$ cat config.mk
export PLATFORM = sky130hd
export DESIGN_NAME = clkdiv_prog
export DESIGN_NICKNAME = d
export VERILOG_FILES = /design/src/rtl/clkdiv_prog.sv
export SDC_FILE = /design/constraint.sdc
export NUM_CORES = 1
export LEC_CHECK = 0
export CELL_PAD_IN_SITES_DETAIL_PLACEMENT = 0
export CELL_PAD_IN_SITES_GLOBAL_PLACEMENT = 1
export CORE_ASPECT_RATIO = 2
export CORE_MARGIN = 2
export CORE_UTILIZATION = 42
export CTS_CLUSTER_SIZE = 28
export DETAILED_ROUTE_END_ITERATION = 16
export PLACE_DENSITY = 0.73
export SYNTH_ARGS = -nofsm -noshare
export SYNTH_HDL_FRONTEND = slang
export SYNTH_SLANG_ARGS = --single-unit
$ cat constraint.sdc
create_clock -name CLK -period 2.83 [get_ports CLK]
set_input_delay 0.849 -clock CLK [delete_from_list [all_inputs] [get_ports CLK]]
set_output_delay 0.849 -clock CLK [all_outputs]
set_load 0.02 [all_outputs]
$ cat src/rtl/clkdiv_prog.sv
// clkdiv_prog: programmable clock divider with selectable output polarity.
// Divide ratio N = DIV+1. Ratio and polarity changes are loaded into a
// shadow register and applied only at a period boundary (wrap), so the
// output never shows a truncated pulse.
// Optional feature macro: CLKDIV_STOP_EN. When it is defined, DIV=0 parks
// the output at INV_R. When it is undefined, a DIV_IN of 0 is clamped to 1.
module clkdiv_prog #(
    parameter int WIDTH   = 8,
    parameter int RST_DIV = 1,
    parameter bit RST_INV = 1'b0
) (
    input  logic             CLK,
    input  logic             RST,
    input  logic             LD,
    input  logic [WIDTH-1:0] DIV_IN,
    input  logic             INV_IN,
    output logic             Y,
    output logic             TICK,
    output logic             BUSY,
    output logic             DONE
);

    logic [WIDTH-1:0] cnt;
    logic [WIDTH-1:0] div_r;
    logic [WIDTH-1:0] div_s;
    logic             inv_r;
    logic             inv_s;
    logic             pend;

    logic             wrap;
    logic [WIDTH:0]   high_len;
    logic [WIDTH-1:0] div_req;
    logic             stopped;
    logic             y_nxt;
    logic             tick_nxt;

    // Wrap detection, high-phase length, request sanitising and next outputs
    always_comb begin
        wrap     = (cnt == div_r);
        // (N+1)>>1 with N = DIV_R+1, kept at WIDTH+1 bits so N = 2^WIDTH fits
        high_len = ({1'b0, div_r} + (WIDTH+1)'(2)) >> 1;
`ifdef CLKDIV_STOP_EN
        div_req  = DIV_IN;
        stopped  = (div_r == '0);
`else
        div_req  = (DIV_IN == '0) ? WIDTH'(1) : DIV_IN;
        stopped  = 1'b0;
`endif
        y_nxt    = stopped ? inv_r : (({1'b0, cnt} < high_len) ^ inv_r);
        tick_nxt = !stopped && (cnt == '0);
    end

    // Counter, registered outputs and load/apply handshake
    always_ff @(posedge CLK) begin
        if (RST) begin
            cnt   <= '0;
            div_r <= WIDTH'(RST_DIV);
            inv_r <= RST_INV;
            div_s <= WIDTH'(RST_DIV);
            inv_s <= RST_INV;
            pend  <= 1'b0;
            Y     <= RST_INV;
            TICK  <= 1'b0;
            DONE  <= 1'b0;
        end else begin
            cnt  <= wrap ? '0 : cnt + 1'b1;
            Y    <= y_nxt;
            TICK <= tick_nxt;
            DONE <= 1'b0;
            if (LD) begin
                div_s <= div_req;
                inv_s <= INV_IN;
            end
            // A load arriving on the wrap cycle bypasses the shadow
            if (wrap && LD) begin
                div_r <= div_req;
                inv_r <= INV_IN;
                pend  <= 1'b0;
                DONE  <= 1'b1;
            end else if (wrap && pend) begin
                div_r <= div_s;
                inv_r <= inv_s;
                pend  <= 1'b0;
                DONE  <= 1'b1;
            end else if (LD) begin
                pend  <= 1'b1;
            end
        end
    end

    assign BUSY = pend;

endmodule

==> results.toml <==
[outcome]
status = "finished clean"

[pwr]
ir_drop_mv = 0.473
p_comb_share_pct = 33.3
seqPwrFrac_pct = 41.2
switchingPower_uw = 493
finalPower_mw = 1.41
p_int_uw = 920
p_leak_nw = 0.723
p_sw_share_pct = 34.9
p_per_area_nw_per_um2 = 782
pwr-share-clk_pct = 25.5

[floorplan]
die_area_sq_um = 4110
die_h_microns = 88.7
dieWidth_microns = 46.4
coreArea_sq_um = 3420
ios = 16
num_rows = 30
start_util_pct = 44.1

[timing]
finalHoldViolCount = 0
slew_headroom_pct = 59.0
period_share_pct = 80.4
holdWs_ns = 0.500
rsz0062_at_grt = "no"
tns_ns = 0
fmax_mhz = 440
maxSlewViolCount = 0
post-route-min-period_ns = 2.27
setup_viol = 0
tightest_slew_ns = 0.611
fin_skew_ns = 0.00230

[logic_synthesis]
synthFlopType = "dfxtp_1"
syn_area_per_cell_sq_um = 9.48
synth_nets = 181
ys_seq_elements = 30
synth_warnings = 0
synth_edf_count = 0
synth_cell_types = 32
synthCells = 159
async_flop_share_pct = 0
synth_area_leaders = "dfxtp_1 40%, ha_1 8.3%, mux2i_1 6.6%, xnor2_1 6.4%, nor2_1 4.7%"
synth_largest_area_cell = "dfxtp_1"
synth_top_area_share_pct = 39.8
ys_seq_area_share_pct = 39.8
netlist_area_sq_um = 1510

[worst_setup_path]
required_ns = 2.99
cp.arrival_ns = 2.43
critPathCaptureType = "register"
path_cells = "ha_1 -> and3_1 -> nand3_1 -> xor2_1 -> ha_1 -> a21o_1 -> a21oi_1 -> mux2i_1 -> o211ai_1"
start_kind = "register"
cp_max_fo = 5
criticalPathCategory = "reg -> reg"
crit_buf_inv = 0
cp_slowest_cell = "dfxtp_1"
cp_common_cell = "ha_1"
critPathTopFamily = "adder cells"
cp_slowest_stage_delay_ns = 0.44

[clock_network]
htree_levels = 2
post-cts-setup-buffers = 0
cts_resized = 0
cts_buffer_depth = 2
cts_num_sinks = 30
hold_buffers = 0
cts.clk_slew.worst_paths_ns = 0.06
cts-root-buf = "clkbuf_8"
cts_made_buffers = 5
clk_latency_ns = 0.28
cts_tree = "built"

[route]
firstDrtPassIters = 4
num_vias = 1159
drc_errors = 0
vias_per_cell = 5.08
wire_per_inst_microns = 14.0
drt-initial-drc-count = 5
drtAntennaViolNets = 0
finalWirelength_mm = 3.19

[place]
dp_hpwl_mm = 2.49
io_buffers = 15
gp_congestion = 0.757

[grt]
overflow = 0
grt_first_pass_wirelength_mm = 5.42
grt_pass1_vias = 1204
grt_max_degree = 22
grt_usage_pct = 18.7
antenna_found_initial = 0

[layout]
drive_gt1_share_pct = 10.0
diodes = 0
final_nets = 201
area_growth_pct = 19.9

[run]
cap_viol_max_count = 0

[hold_path]
hold_class = "reg -> reg"
==> cell families (layout without fill, tap and decap cells) <==
group | after synthesis | in the layout | synth area share [%]
compound gates | 16 | 16 | 7.64
xor+xnor | 19 | 19 | 11.0
buf+inv | 11 | 32 | 2.82
simple gates | 58 | 58 | 20.0
mux | 15 | 15 | 10.4
fa+ha+maj | 10 | 10 | 8.30
flops | 30 | 30 | 39.8
==> cell usage in the layout (no fill, tap or decap), drive strengths merged, types with 2 or more instances in the layout <==
master,n
xnor2,11
nand4,2
and3,6
or2,3
ha,10
nand2,5
nor2,19
nor2b,7
o21ai,3
clkdlybuf4s50,15
a21oi,2
o32ai,3
mux2,5
xor2,8
mux2i,10
dfxtp,30
clkbuf,7
inv,7
a22oi,3
nand3,8
buf,2
nor3,5
==> power by group through the flow <==
stage	clock, mW	combinational (mW)	sequential, mW
after floorplan	0	0.314	0.594
after global placement	0	0.464	0.591
after detailed placement	0	0.476	0.593
after CTS	0.365	0.479	0.583
after global routing	0.384	0.529	0.595
final	0.360	0.471	0.582
==> state kept, by name, indices dropped and copies added (netlist names) <==
register / flops
Y: 1
TICK: 1
inv_r: 1
div_r: 8
div_s: 8
inv_s: 1
cnt: 8
DONE: 1
BUSY: 1
==> per-layer routing <==
layer  track usage [%]  vias up  wire length (microns)
li1                  -      594                      -
met4              9.87        0                     82
met5                 0        -                      0
met1              19.0      536                   1220
met3              4.49        8                     85
met2              33.1       21                   1810
==> synth_stat cells (2+ instances only) <==
cell type	n
or2_2	3
mux2_2	5
dfxtp_1	30
o21ai_0	2
ha_1	10
nand4_1	2
xor2_1	8
inv_1	7
o32ai_1	3
clkbuf_1	2
nand3_1	8
nand2_1	5
and3_1	6
mux2i_1	10
nor2_1	19
a21oi_1	2
xnor2_1	11
a22oi_1	3
nor2b_1	7
nor3_1	4
==> final cells by class <==
| class | count | area [sq um] |
|---|---|---|
| clock buffers | 7 | 86.3 |
| clock inverters | 1 | 5.00 |
| fillers | 327 | 1610 |
| inverters | 7 | 26.3 |
| multi-input cells | 118 | 865 |
| flip-flops and latches | 30 | 601 |
| well taps | 48 | 60.1 |
| repair buffers | 17 | 165 |
==> metrics by stage <==
step	worst slack (ns)	utilization [%]	instances	instance area, sq um
6_report	0.556	52.9	228	1810
5_1_grt	0.353	52.9	228	1810
4_1_cts	0.543	52.9	228	1810
3_5_place_dp	0.389	50.3	220	1720
3_3_place_gp	0.470	50.3	220	1720
2_1_floorplan	0.796	-	159	1510
==> path summary, 6_finish.rpt <==
check                 from       end  slack (ns)  cells past startpoint
setup reg to reg  div_r[2]         Y        0.56                      9
hold reg to reg   div_s[4]  div_s[4]        0.50                      2
hold / removal    div_s[4]  div_s[4]        0.50                      2
setup / recovery  div_r[2]         Y        0.56                      9
==> worst register-to-register path, delay by kind of cell (launching register included) <==
kind | cells | cell delay (ns)
AO/OA/AOI/OAI | 3 | 0.51
flip-flops | 1 | 0.44
AND/OR/NAND/NOR | 2 | 0.31
adder cells (fa/ha/maj) | 2 | 0.51
XOR/XNOR | 1 | 0.16
multiplexers | 1 | 0.23
Power figures use the tool's default switching activity.
